## config.mk

```make
export PLATFORM = sky130hd
export DESIGN_NAME = connect_game_ctrl_flat
export DESIGN_NICKNAME = d
export VERILOG_FILES = /design/src/rtl/connect_game_ctrl_pkg.sv /design/src/rtl/connect_game_ctrl_if.sv /design/src/rtl/column_height_tracker.sv /design/src/rtl/connect_game_ctrl.sv /design/src/flat_wrapper.sv
export SDC_FILE = /design/constraint.sdc
export NUM_CORES = 1
export LEC_CHECK = 0
export CORE_AREA = 10 10 135 137
export CTS_CLUSTER_SIZE = 12
export DETAILED_ROUTE_END_ITERATION = 6
export DIE_AREA = 0 0 145 147
export HOLD_SLACK_MARGIN = 0.06
export PLACE_DENSITY = 0.71
export SYNTH_ARGS = -nofsm -noshare
export SYNTH_HDL_FRONTEND = slang
export SYNTH_SLANG_ARGS = --single-unit
export TNS_END_PERCENT = 30
```

## constraint.sdc

```tcl
create_clock -name clk -period 8.15 [get_ports clk]
set_clock_uncertainty 0.05 [all_clocks]
set_input_delay 1.2225 -clock clk [delete_from_list [all_inputs] [get_ports clk]]
set_output_delay 1.2225 -clock clk [all_outputs]
set_load 0.01 [all_outputs]
```

## src/rtl/connect_game_ctrl_pkg.sv

```systemverilog
// Shared types and helpers for the Connect-N controller.
// Holds the FSM state encoding, the default-board widths and the cell-index helper.
package connect_pkg;

  typedef enum logic [2:0] {
    READY,
    DROPPING,
    CHECK,
    RELEASE,
    REJECT_WAIT,
    OVER
  } state_t;

  localparam int DEF_ROWS    = 6;
  localparam int DEF_COLS    = 7;
  localparam int DEF_PLAYERS = 2;

  localparam int PW = $clog2(DEF_PLAYERS + 1);
  localparam int CW = $clog2(DEF_COLS);
  localparam int RW = $clog2(DEF_ROWS);

  // Flat cell number; multiply by the player-id width to get the bit offset.
  function automatic int cell_index(input int row, input int col, input int cols);
    return row * cols + col;
  endfunction

endpackage

```

## src/rtl/connect_game_ctrl_if.sv

```systemverilog
// Bundle between the Connect-N controller and its environment.
// The master side drives switches and animation/checker results; the slave side is the controller.
interface connect_game_ctrl_if
  import connect_pkg::*;
#(
  parameter int ROWS    = DEF_ROWS,
  parameter int COLS    = DEF_COLS,
  parameter int PLAYERS = DEF_PLAYERS
);

  localparam int PLAYER_W = $clog2(PLAYERS + 1);
  localparam int COL_W    = $clog2(COLS);
  localparam int ROW_W    = $clog2(ROWS);
  localparam int CNT_W    = $clog2(ROWS * COLS + 1);

  logic                          restart;
  logic [COLS-1:0]               col_sw;
  logic                          drop_done;
  logic                          win_detect;
  logic [ROWS*COLS*PLAYER_W-1:0] board_cells;
  logic [PLAYER_W-1:0]           player_turn;
  logic                          move_ready;
  logic                          move_req;
  logic [ROW_W-1:0]              move_row;
  logic [COL_W-1:0]              move_col;
  logic                          reject;
  logic                          waiting_for_switch;
  logic                          game_over;
  logic                          draw;
  logic [CNT_W-1:0]              move_count;

  modport master (
    output restart, col_sw, drop_done, win_detect,
    input  board_cells, player_turn, move_ready, move_req, move_row, move_col,
           reject, waiting_for_switch, game_over, draw, move_count
  );

  modport slave (
    input  restart, col_sw, drop_done, win_detect,
    output board_cells, player_turn, move_ready, move_req, move_row, move_col,
           reject, waiting_for_switch, game_over, draw, move_count
  );

endinterface

```

## src/rtl/column_height_tracker.sv

```systemverilog
// Per-column token counters for the Connect-N board.
// Reports which columns are full and where the next token in the selected column lands.
module column_height_tracker #(
  parameter int ROWS  = 6,
  parameter int COLS  = 7,
  parameter int ROW_W = 3,
  parameter int COL_W = 3
) (
  input  logic             clk,
  input  logic             reset,
  input  logic             clear,
  input  logic             inc,
  input  logic [COL_W-1:0] inc_col,
  input  logic [COL_W-1:0] sel_col,
  output logic [COLS-1:0]  full,
  output logic [ROW_W-1:0] land_row
);

  localparam int HW = $clog2(ROWS + 1);

  logic [HW-1:0] height [COLS];

  always_ff @(posedge clk or posedge reset) begin
    if (reset) begin
      for (int i = 0; i < COLS; i++) height[i] <= '0;
    end else if (clear) begin
      for (int i = 0; i < COLS; i++) height[i] <= '0;
    end else if (inc) begin
      height[inc_col] <= height[inc_col] + HW'(1);
    end
  end

  always_comb begin
    full = '0;
    for (int i = 0; i < COLS; i++) full[i] = (height[i] == HW'(ROWS));
  end

  // Row 0 is the top, so tokens stack upward from ROWS-1.
  assign land_row = ROW_W'(ROWS - 1 - int'(height[sel_col]));

endmodule

```

## src/rtl/connect_game_ctrl.sv

```systemverilog
// Turn/board controller for Connect-N: accepts column requests, owns the board,
// and sequences drop, win/draw check and switch release.
module connect_game_ctrl
  import connect_pkg::*;
#(
  parameter int ROWS    = DEF_ROWS,
  parameter int COLS    = DEF_COLS,
  parameter int PLAYERS = DEF_PLAYERS
) (
  input logic                clk,
  input logic                reset,
  connect_game_ctrl_if.slave bus
);

  localparam int PLAYER_W = $clog2(PLAYERS + 1);
  localparam int COL_W    = $clog2(COLS);
  localparam int ROW_W    = $clog2(ROWS);
  localparam int CNT_W    = $clog2(ROWS * COLS + 1);
  localparam int CELLS    = ROWS * COLS;

  state_t                    state;
  logic [CELLS*PLAYER_W-1:0] board;
  logic [PLAYER_W-1:0]       turn;
  logic [ROW_W-1:0]          row_q;
  logic [COL_W-1:0]          col_q;
  logic [CNT_W-1:0]          count;
  logic                      req_q, rej_q, ready_q, wait_q, over_q, draw_q;

  logic                      one_hot;
  logic [COL_W-1:0]          req_col;
  logic [COLS-1:0]           col_full;
  logic [ROW_W-1:0]          land_row;
  logic                      land_ok;

  // Switch bit COLS-1 is column 0.
  always_comb begin
    req_col = '0;
    for (int i = 0; i < COLS; i++)
      if (bus.col_sw[i]) req_col = COL_W'(COLS - 1 - i);
  end

  assign one_hot = (bus.col_sw != '0) && ((bus.col_sw & (bus.col_sw - COLS'(1))) == '0);
  assign land_ok = (state == DROPPING) && bus.drop_done && !bus.restart;

  column_height_tracker #(
    .ROWS (ROWS),
    .COLS (COLS),
    .ROW_W(ROW_W),
    .COL_W(COL_W)
  ) u_heights (
    .clk     (clk),
    .reset   (reset),
    .clear   (bus.restart),
    .inc     (land_ok),
    .inc_col (col_q),
    .sel_col (req_col),
    .full    (col_full),
    .land_row(land_row)
  );

  always_ff @(posedge clk or posedge reset) begin
    if (reset) begin
      state <= READY;   board  <= '0; turn   <= PLAYER_W'(1);
      row_q <= '0;      col_q  <= '0; count  <= '0;
      req_q <= 1'b0;    rej_q  <= 1'b0; ready_q <= 1'b1;
      wait_q <= 1'b0;   over_q <= 1'b0; draw_q  <= 1'b0;
    end else if (bus.restart) begin
      state <= READY;   board  <= '0; turn   <= PLAYER_W'(1);
      row_q <= '0;      col_q  <= '0; count  <= '0;
      req_q <= 1'b0;    rej_q  <= 1'b0; ready_q <= 1'b1;
      wait_q <= 1'b0;   over_q <= 1'b0; draw_q  <= 1'b0;
    end else begin
      req_q <= 1'b0;
      rej_q <= 1'b0;
      case (state)
        READY: begin
          if (one_hot) begin
            ready_q <= 1'b0;
            if (col_full[req_col]) begin
              rej_q  <= 1'b1;
              wait_q <= 1'b1;
              state  <= REJECT_WAIT;
            end else begin
              req_q <= 1'b1;
              row_q <= land_row;
              col_q <= req_col;
              state <= DROPPING;
            end
          end
        end
        DROPPING: begin
          if (bus.drop_done) begin
            board[cell_index(int'(row_q), int'(col_q), COLS)*PLAYER_W +: PLAYER_W] <= turn;
            count <= count + CNT_W'(1);
            state <= CHECK;
          end
        end
        // The board written on entry is what the external checker evaluates now.
        CHECK: begin
          if (bus.win_detect) begin
            over_q <= 1'b1;
            state  <= OVER;
          end else if (count == CNT_W'(CELLS)) begin
            over_q <= 1'b1;
            draw_q <= 1'b1;
            state  <= OVER;
          end else begin
            wait_q <= 1'b1;
            state  <= RELEASE;
          end
        end
        RELEASE, REJECT_WAIT: begin
          if (bus.col_sw == '0) begin
            if (state == RELEASE)
              turn <= (turn == PLAYER_W'(PLAYERS)) ? PLAYER_W'(1) : turn + PLAYER_W'(1);
            wait_q  <= 1'b0;
            ready_q <= 1'b1;
            state   <= READY;
          end
        end
        OVER: ;
        default: state <= READY;
      endcase
    end
  end

  assign bus.board_cells        = board;
  assign bus.player_turn        = turn;
  assign bus.move_ready         = ready_q;
  assign bus.move_req           = req_q;
  assign bus.move_row           = row_q;
  assign bus.move_col           = col_q;
  assign bus.reject             = rej_q;
  assign bus.waiting_for_switch = wait_q;
  assign bus.game_over          = over_q;
  assign bus.draw               = draw_q;
  assign bus.move_count         = count;

endmodule

```

## src/flat_wrapper.sv

```systemverilog
// flat-port wrapper written by rule: the top's interface ports become plain ports
module connect_game_ctrl_flat import connect_pkg::*;
#(
  parameter int ROWS    = DEF_ROWS,
  parameter int COLS    = DEF_COLS,
  parameter int PLAYERS = DEF_PLAYERS
)
  (clk, reset, bus_restart, bus_col_sw, bus_drop_done, bus_win_detect, bus_board_cells, bus_player_turn, bus_move_ready, bus_move_req, bus_move_row, bus_move_col, bus_reject, bus_waiting_for_switch, bus_game_over, bus_draw, bus_move_count);
  connect_game_ctrl_if #(.ROWS(ROWS), .COLS(COLS), .PLAYERS(PLAYERS)) bus_i ();
  input logic clk;
  input logic reset;
  input wire logic [$bits(bus_i.restart)-1:0] bus_restart;
  input wire logic [$bits(bus_i.col_sw)-1:0] bus_col_sw;
  input wire logic [$bits(bus_i.drop_done)-1:0] bus_drop_done;
  input wire logic [$bits(bus_i.win_detect)-1:0] bus_win_detect;
  output wire logic [$bits(bus_i.board_cells)-1:0] bus_board_cells;
  output wire logic [$bits(bus_i.player_turn)-1:0] bus_player_turn;
  output wire logic [$bits(bus_i.move_ready)-1:0] bus_move_ready;
  output wire logic [$bits(bus_i.move_req)-1:0] bus_move_req;
  output wire logic [$bits(bus_i.move_row)-1:0] bus_move_row;
  output wire logic [$bits(bus_i.move_col)-1:0] bus_move_col;
  output wire logic [$bits(bus_i.reject)-1:0] bus_reject;
  output wire logic [$bits(bus_i.waiting_for_switch)-1:0] bus_waiting_for_switch;
  output wire logic [$bits(bus_i.game_over)-1:0] bus_game_over;
  output wire logic [$bits(bus_i.draw)-1:0] bus_draw;
  output wire logic [$bits(bus_i.move_count)-1:0] bus_move_count;
  assign bus_i.restart = bus_restart;
  assign bus_i.col_sw = bus_col_sw;
  assign bus_i.drop_done = bus_drop_done;
  assign bus_i.win_detect = bus_win_detect;
  assign bus_board_cells = bus_i.board_cells;
  assign bus_player_turn = bus_i.player_turn;
  assign bus_move_ready = bus_i.move_ready;
  assign bus_move_req = bus_i.move_req;
  assign bus_move_row = bus_i.move_row;
  assign bus_move_col = bus_i.move_col;
  assign bus_reject = bus_i.reject;
  assign bus_waiting_for_switch = bus_i.waiting_for_switch;
  assign bus_game_over = bus_i.game_over;
  assign bus_draw = bus_i.draw;
  assign bus_move_count = bus_i.move_count;
  connect_game_ctrl #(.ROWS(ROWS), .COLS(COLS), .PLAYERS(PLAYERS)) u_core (.clk(clk), .reset(reset), .bus(bus_i));
endmodule
```

## After elaboration in Yosys (flattened, before gate mapping)

Index checks and enable logic that the tools add are counted.
Widths: inputs -> output; s select.

| word-level totals | value |
|---|---|
| flip-flop bits (word level) | 128 |
| input bits | 12 |
| word-level logic and storage cells | 164 |

| operators by class | value |
|---|---|
| add/sub/neg operators | 7 |
| multipliers | 1 |
| $lt $le $gt $ge | 4 |
| eq/ne operators | 23 |
| shift-type cells | 2 |
| multiplexer cells | 74 |
| bitwise gates (word level) | 3 |
| reductions and logical operators | 31 |

Operators by type and width:

| operator | count |
|---|---|
| $mux 84 | 3 |
| $bwmux 84 | 1 |
| $shift 2x33->84 const A | 1 |
| $shiftx 2x33->84 | 1 |
| $mux 3 | 27 |
| $mux 21 | 2 |
| $neg 32->33 | 1 |
| $add 31x4->31 | 1 |
| $eq 3x3->1 const B | 9 |
| $mux 1 | 25 |
| $bwmux 21 | 1 |
| $reduce_bool 2->1 | 10 |
| $bmux 3 s3 | 2 |
| $mux 6 | 3 |
| $pmux 3 s5 | 1 |
| $logic_not 7->1 | 2 |
| $reduce_and 3->1 | 4 |
| $mux 2 | 5 |
| $demux 3 s3 | 1 |
| $ne 3x2->1 const B | 3 |
| $ne 3x3->1 const B | 3 |
| $ge 4x4->1 const B | 2 |
| $not 3->4 | 2 |
| $and 7x7->7 | 1 |
| other kinds (26) | 34 |

## Longest topological paths before layout

Gate-level depths: netlist of the first run.

| logic depth | value |
|---|---|
| word-level depth | 16 |
| gate-level depth with buffers | 16 |

## Hierarchy

A second synthesis of the first run with hierarchy kept.

| second synthesis, totals | value |
|---|---|
| cell total of the unflattened synthesis | 730 |
| area, all modules | 7305.8 um^2 |

By module, submodules not included:

| module | times used | cells each | area each (um^2) | seq. area each (um^2) |
|---|---|---|---|---|
| connect_game_ctrl | 1 | 575 | 5659.2 | 2680.1 |
| column_height_tracker | 1 | 155 | 1646.6 | 525.5 |

## Worst setup path before layout of the first run

No wires, ideal clock.

| path | value |
|---|---|
| kind | reg-to-reg |
| start point | register u_core.row_q[0], in the netlist u_core.bus.move_row[0] |
| end point | register u_core.board[12], in the netlist u_core.bus.board_cells[12] |
| setup time | 0.066 ns |
| arrival time | 4.136 ns |
| data required time | 8.034 ns |
| path slack | 3.898 ns |
| stages on the path, launching flop included | 16 |
| path buffers | 2 |
| period minus slack after synthesis | 4.252 ns |
| cells stage by stage | dfrtp_1 > fa_1 > ha_1 > inv_1 > fa_1 > clkbuf_1 > o21ai_1 > or2_2 > a21oi_1 > ha_1 > inv_1 > or4_1 > nor3_1 > and2_1 > clkbuf_1 > a22o_1 |

| on the way | value |
|---|---|
| word-level cells in the longest chain between the ends | 8 |

Ends and longest elaborated chain:

| what | RTL line | text |
|---|---|---|
| start: declaration | connect_game_ctrl.sv:24 | `logic [ROW_W-1:0] row_q;` |
| start signal: assignment | connect_game_ctrl.sv:85 | `row_q <= land_row;` |
| $mul 3x3->6 * | connect_game_ctrl_pkg.sv:24 | `return row * cols + col;` |
| $add 31x4->31 * | connect_game_ctrl_pkg.sv:24 |  |
| $neg 32->33 * | connect_game_ctrl.sv:93 | `board[cell_index(int'(row_q), int'(col_q), COLS)*PLAYER_W +: PLAYER_W] <= turn;` |
| $shiftx 2x33->84 / $shift 2x33->84 (equally long branches) | connect_game_ctrl.sv:93 |  |
| $bwmux 84 * | connect_game_ctrl.sv:93 |  |
| $mux 84 * | connect_game_ctrl.sv:92 | `if (bus.drop_done) begin` |
| $mux 84 * | connect_game_ctrl.sv:75 | `case (state)` |
| $mux 84 * | connect_game_ctrl.sv:67 | `end else if (bus.restart) begin` |
| end signal: indexed assignment | connect_game_ctrl.sv:93 |  |
| end: declaration | connect_game_ctrl.sv:22 | `logic [CELLS*PLAYER_W-1:0] board;` |

Every way passes the cells marked *; elsewhere a longest branch is shown, timed or not. The select of a mux whose other input is x is not followed.
A chain may end at the register's enable or synchronous reset.

## Worst setup path after layout of the first run

| path | value |
|---|---|
| start point | register u_core.row_q[0], in the netlist u_core.bus.move_row[0] |
| end point | register u_core.board[26], in the netlist u_core.bus.board_cells[26] |

Same word-level chain as after synthesis.

==> results.ini, run 1 <==
[sta]
setup_viol=0
timing.fmax_ghz=0.2139
rsz0062_at_grt=false
period_minus_slack_ps=4676
fin_tns_setup_ps=0
worst_pin_slew_ps=1046
relSlewSlack=0.3026
finalMaxSlewViolations=0
finalCritPeriodShare=0.5738
hold_viol=0

[yosys]
yosys_warnings=0
ys_seq_elements=128
synth_seq_area_share=0.4446
synth_top_area_cell=dfrtp_1
async_flop_share=1.000
synth_top_area_share=0.4373
synth_area_um2=7209
syn_inst=743
synthesis.nets=772
synth_edf_count=0
synth_area_per_cell_um2=9.703
yosys-top-cells-area=dfrtp_1 (44%), mux2i_1 (7.1%), nand2_1 (4.5%), nor2_1 (4.1%), a22o_1 (3.6%)
yosysUniqueCellTypes=79
synth-main-ff-cell=dfrtp_1

[clock_network]
cts_inserted_buffers=17
clk_latency_ps=430
clock_path_buffers=2
cts_sinks=128
cts-root-buf=clkbuf_16
cts.clk_slew.worst_paths_ps=60
cts_resized=0
h-tree-depth=4
ctsHoldBuffers=0
cts_setup_buffers=0
cts_tree=done

[route]
ant_nets=0
drtIter0Drc=782
wl_um=21500
drt-pass1-iter-count=5
routed_via_density=5.925
vias=6363
drc=0
avgRoutedWirePerCell_um=20.01

[global_routing]
grt_use_total=0.2008
antenna_found_initial=0
grt_pass1_wl_um=35120
globalRoute.totalOverflow=0
grt_pass1_vias=6487
grt_start_max_net_pins=85

[setup_path]
cp-start-kind=flop
cp.arrival_ps=4960
path_class=reg -> reg
worstPathMaxFanout=9
critPathRequiredTime_ps=8430
worstSetupEndpointType=flop

[cells_and_area]
fin_util=0.5817
nFillCells=1338
mostFrequentLayoutCells=dfrtp_1 (126), clkdlybuf4s50_1 (114), nand2_1 (87)
num-nets-final=876
multi_input_area_um2=3720
drive_gt1_frac=0.08275
final_common_cell=dfrtp_1
syn2layout_area_growth_pct=25.86
insertedDiodeCount=0
seq_area_um2=3206

[run_status]
outcome=finished clean

[die]
num_rows=46
die_x_um=145
ios=116
start_util=0.4622
die_y_um=147
dieArea_um2=21320
core_area_um2=15600

[worst_hold_path]
min_path_type=reg -> reg

[pwr]
ir_worst_vdd_mv=0.1472
cellLeakagePower_nw=3.888
power_density_nw_per_um2=171.8

[placement]
gp_congestion=0.9200
port_buffers=115
dpl.hpwl_um=15780

[flow_run]
cap_violations=0

-- per-layer routing --
| metal | global-route usage | routed length, um | up-vias |
|---|---|---|---|
| met5 | 0 | 0 | - |
| met4 | 0.05209 | 245 | 0 |
| met3 | 0.05467 | 1532 | 28 |
| met2 | 0.3345 | 10520 | 273 |
| met1 | 0.2520 | 9203 | 3153 |
| li1 | - | - | 2909 |
-- critical path: stages (launching register included) --
cell,delay (ps)
dfrtp_1,470
fa_1,560
ha_1,160
inv_1,50
fa_1,580
nor3_1,370
o21ai_0,210
a21oi_1,200
ha_1,200
inv_1,130
or4_1,670
nor4_1,420
nand2_1,270
o22ai_1,230
-- metrics by stage --
| stage | total power, mW | worst slack (ps) | hold WS [ps] | std cells | instance area [um2] |
|---|---|---|---|---|---|
| after floorplan | 0.7912 | 3468 | 458.3 | 743 | 7209 |
| after global placement | 0.8366 | 3666 | 443.6 | 1044 | 8521 |
| after detailed placement | 0.8415 | 3533 | 433.7 | 1044 | 8521 |
| after CTS | 1.565 | 3500 | 457.4 | 1074 | 9074 |
| after global routing | 1.614 | 3209 | 475.2 | 1074 | 9074 |
| final | 1.559 | 3474 | 457.4 | 1074 | 9074 |
-- layout make-up --
| cell class | count | area share |
|---|---|---|
| clock buffer | 21 | 0.04854 |
| clock inverter | 9 | 0.01241 |
| inverter | 41 | 0.01724 |
| multi-input combinational | 541 | 0.4100 |
| sequential | 128 | 0.3533 |
| tap | 216 | 0.02978 |
| timing repair buffer | 118 | 0.1288 |
-- cell families after synthesis --
kind of cell | synth area share
multiplexers | 0.08487
adder cells (fa/ha/maj) | 0.03506
AND/OR/NAND/NOR | 0.1956
AO/OA/AOI/OAI | 0.1767
XOR/XNOR | 0.02378
buffers and inverters | 0.03940
flip-flops | 0.4446
-- cells in the mapped netlist, types with 5 or more instances --
library cell,count
nand4_1,7
o22ai_1,15
nand2_1,87
mux2i_1,51
nor4_4,5
mux2_2,5
nor2b_1,7
ha_1,13
clkbuf_1,25
o32ai_1,10
buf_1,5
xor2_1,6
nand3_1,25
nor3_1,24
o21ai_0,23
inv_1,40
nor2_1,79
a21oi_1,32
or3_1,6
dfrtp_1,126
a211oi_1,5
xnor2_1,8
a22o_1,30
nand2b_1,5
-- sequential cells by signal, summed over array words and instances, names as in the netlist, 2 cells and up --
signal / flops
u_core.bus.board_cells: 84
u_core.bus.move_count: 6
u_core.bus.move_row: 3
u_core.bus.move_col: 3
u_core.state: 3
u_core.u_heights.height: 21
u_core.bus.player_turn: 2
-- where the power goes --
group	internal, mW	switching (mW)	total, mW
registers	0.638	0.00427	0.643
logic	0.0534	0.138	0.191
clock network	0.447	0.278	0.725
-- path summary, 6_finish.rpt --
| path | cells after the start | slack [ps] | end | start |
|---|---|---|---|---|
| hold / removal | 1 | 460 | u_core.bus.board_cells[12] | u_core.bus.board_cells[12] |
| setup reg to reg | 13 | 3470 | u_core.bus.board_cells[26] | u_core.bus.move_row[0] |
| setup / recovery | 13 | 3470 | u_core.bus.board_cells[26] | u_core.bus.move_row[0] |
| max in group asynchronous | 3 | 5420 | u_core.bus.board_cells[35] | reset |
| min in group asynchronous | 2 | 1160 | u_core.bus.move_count[2] | reset |
| hold reg to reg | 1 | 460 | u_core.bus.board_cells[12] | u_core.bus.board_cells[12] |
Power figures use the tool's default switching activity.
==> run 2: changes to the inputs <==
==> constraint.sdc (replaced) <==
create_clock -name clk -period 4.5 [get_ports clk]
set_clock_uncertainty 0.05 [all_clocks]
set_input_delay 0.675 -clock clk [delete_from_list [all_inputs] [get_ports clk]]
set_output_delay 0.675 -clock clk [all_outputs]
set_load 0.01 [all_outputs]
==> results.ini, run 2 (synthesis results as in run 1) <==
[run_status]
outcome=finished clean

[cells_and_area]
drive_gt1_frac=0.1067  ; +0.02390
final_common_cell=dfrtp_1
insertedDiodeCount=0  ; unchanged
mostFrequentLayoutCells=dfrtp_1 (126), clkdlybuf4s50_1 (114), nand2_1 (85)
num-nets-final=888  ; +1.4%
nFillCells=1333  ; -0.37%
syn2layout_area_growth_pct=28.39
largest_register_ffs=84  ; unchanged

[worst_hold_path]
hp-start=u_core.bus.board_cells[43]
min_path_type=reg -> reg

[die]
core_area_um2=15600  ; unchanged
ios=116  ; unchanged
num_rows=46  ; unchanged
die_x_um=145  ; unchanged
start_util=0.4622  ; unchanged
dieArea_um2=21320  ; unchanged
die_y_um=147  ; unchanged

[global_routing]
grt_use_total=0.2033  ; +0.002530
grt_pass1_vias=6485  ; -0.031%
grt_start_max_net_pins=129  ; +52%
antenna_found_initial=0  ; unchanged
grt_pass1_wl_um=35620  ; +1.4%
globalRoute.totalOverflow=0  ; unchanged

[sta]
postLayoutSetupSlackWorst_ps=272.5  ; -3201 ps
worst_pin_slew_ps=917.4  ; -128.8 ps
timing.fmax_ghz=0.2365  ; +11%
rsz0062_at_grt=false
relSlewSlack=0.3828  ; +0.08022
finalMaxSlewViolations=0  ; unchanged
fin_tns_setup_ps=0  ; unchanged
setup_viol=0  ; unchanged
hold_viol=0  ; unchanged
period_minus_slack_ps=4228  ; -448.7 ps
finalCritPeriodShare=0.9394  ; +0.3657

[route]
drt-pass1-iter-count=5  ; unchanged
wl_um=21800  ; +1.4%
drtIter0Drc=564  ; -28%
ant_nets=0  ; unchanged
routed_via_density=5.837  ; -1.5%
drc=0  ; unchanged
vias=6351  ; -0.19%
avgRoutedWirePerCell_um=20.03  ; about the same

[setup_path]
critPathRequiredTime_ps=4760  ; -3670 ps
cp-start-kind=flop
path_class=reg -> reg
worstSetupStartpoint=u_core.bus.move_row[1]
r2r-start=u_core.bus.move_row[1]
cp.arrival_ps=4490  ; -470 ps
worstSetupEndpointType=flop
slowest_delay_ps=520  ; -150 ps
worstPathMaxFanout=8  ; -1
crit_top_cell=ha_1
path_cells=fa_1 -> ha_1 -> ha_1 -> xnor2_1 -> o22ai_1 -> o221ai_2 -> o2111ai_1 -> nor4_4 -> a21oi_1 -> a22o_1
cp_slowest_cell=nor4_4

[clock_network]
cts.clk_slew.worst_paths_ps=60  ; about the same
cts_tree=done
cts_inserted_buffers=17  ; unchanged
cts-root-buf=clkbuf_16
clk_latency_ps=420  ; about the same
cts_sinks=128  ; unchanged
clock_path_buffers=2  ; unchanged
ctsHoldBuffers=0  ; unchanged
h-tree-depth=4  ; unchanged

[placement]
gp_congestion=0.9046  ; -1.7%
dpl.hpwl_um=16010  ; +1.5%
dp_slack_ps=52.45  ; -3481 ps
port_buffers=115  ; unchanged

[pwr]
ir_worst_vdd_mv=0.3073  ; +110%
power_density_nw_per_um2=312.9  ; +82%
switching_share=0.2746  ; +0.004895
cellLeakagePower_nw=3.985  ; +2.5%
cell_internal_pwr_mw=2.101  ; +85%
p_seq_frac=0.401  ; -0.011
pwr-share-comb=0.129  ; +0.006
p_sw_mw=0.7952  ; +89%
clock_power_share=0.470  ; +0.005

[flow_run]
cap_violations=0  ; unchanged

[run 2: repair_timing]
action                     in CTS  in global routing
gates resized for setup         1                  9
setup endpoints to repair       1                 47
buffers inserted                0                  0
[run 2: per-layer routing]
metal,global-route usage,vias up,routed length (um)
met1,0.2601,3143,9525
met4,0.05414,0,325
met3,0.05283,29,1516
li1,-,2922,-
met2,0.3340,257,10430
met5,0,-,0
[run 2: through the flow]
stage                     power, mW  hold slack (ps)  instances  instance area [um2]    util
after floorplan               1.433            458.3        743                 7209       -
after global placement        1.536            446.4       1056                 8623  0.5529
after detailed placement      1.541            434.7       1056                 8623  0.5529
after CTS                     2.903            454.1       1088                 9210  0.5905
after global routing          2.990            476.7       1088                 9256  0.5935
final                         2.896            452.1       1088                 9256  0.5935
[run 2: power groups by stage]
stage	Sequential [mW]	Clock (mW)	Combinational (mW)
after floorplan	1.18	0	0.251
after global placement	1.18	0	0.355
after detailed placement	1.18	0	0.358
after CTS	1.16	1.38	0.362
after global routing	1.16	1.42	0.404
final	1.16	1.36	0.372
[run 2: final cells by class]
| class | count | area [um2] | share of cell area |
|---|---|---|---|
| clock buffer | 21 | 450.4 | 0.04866 |
| multi-input combinational | 541 | 3772 | 0.4075 |
| tap | 216 | 270.3 | 0.02920 |
| clock inverter | 11 | 130.1 | 0.01406 |
| sequential | 128 | 3206 | 0.3463 |
| inverter | 41 | 156.4 | 0.01690 |
| timing repair buffer | 130 | 1271 | 0.1373 |
[run 2: worst max-delay path, delay by kind of cell (launching register included)]
family / cells / cell delay, ps
compound gates: 5 / 1490
xor+xnor: 1 / 410
fa+ha+maj: 3 / 1180
flops: 1 / 470
simple gates: 1 / 520
[run 2: final timing paths]
path	to	slack, ps	cells past startpoint
max in group asynchronous	u_core.bus.board_cells[50]	3180	3
min in group asynchronous	u_core.bus.board_cells[46]	740	3
worst min-delay path	u_core.bus.board_cells[43]	450	1
worst min register to register	u_core.bus.board_cells[43]	450	1
worst max-delay path	u_core.bus.board_cells[5]	270	10
worst max register to register	u_core.bus.board_cells[5]	270	10
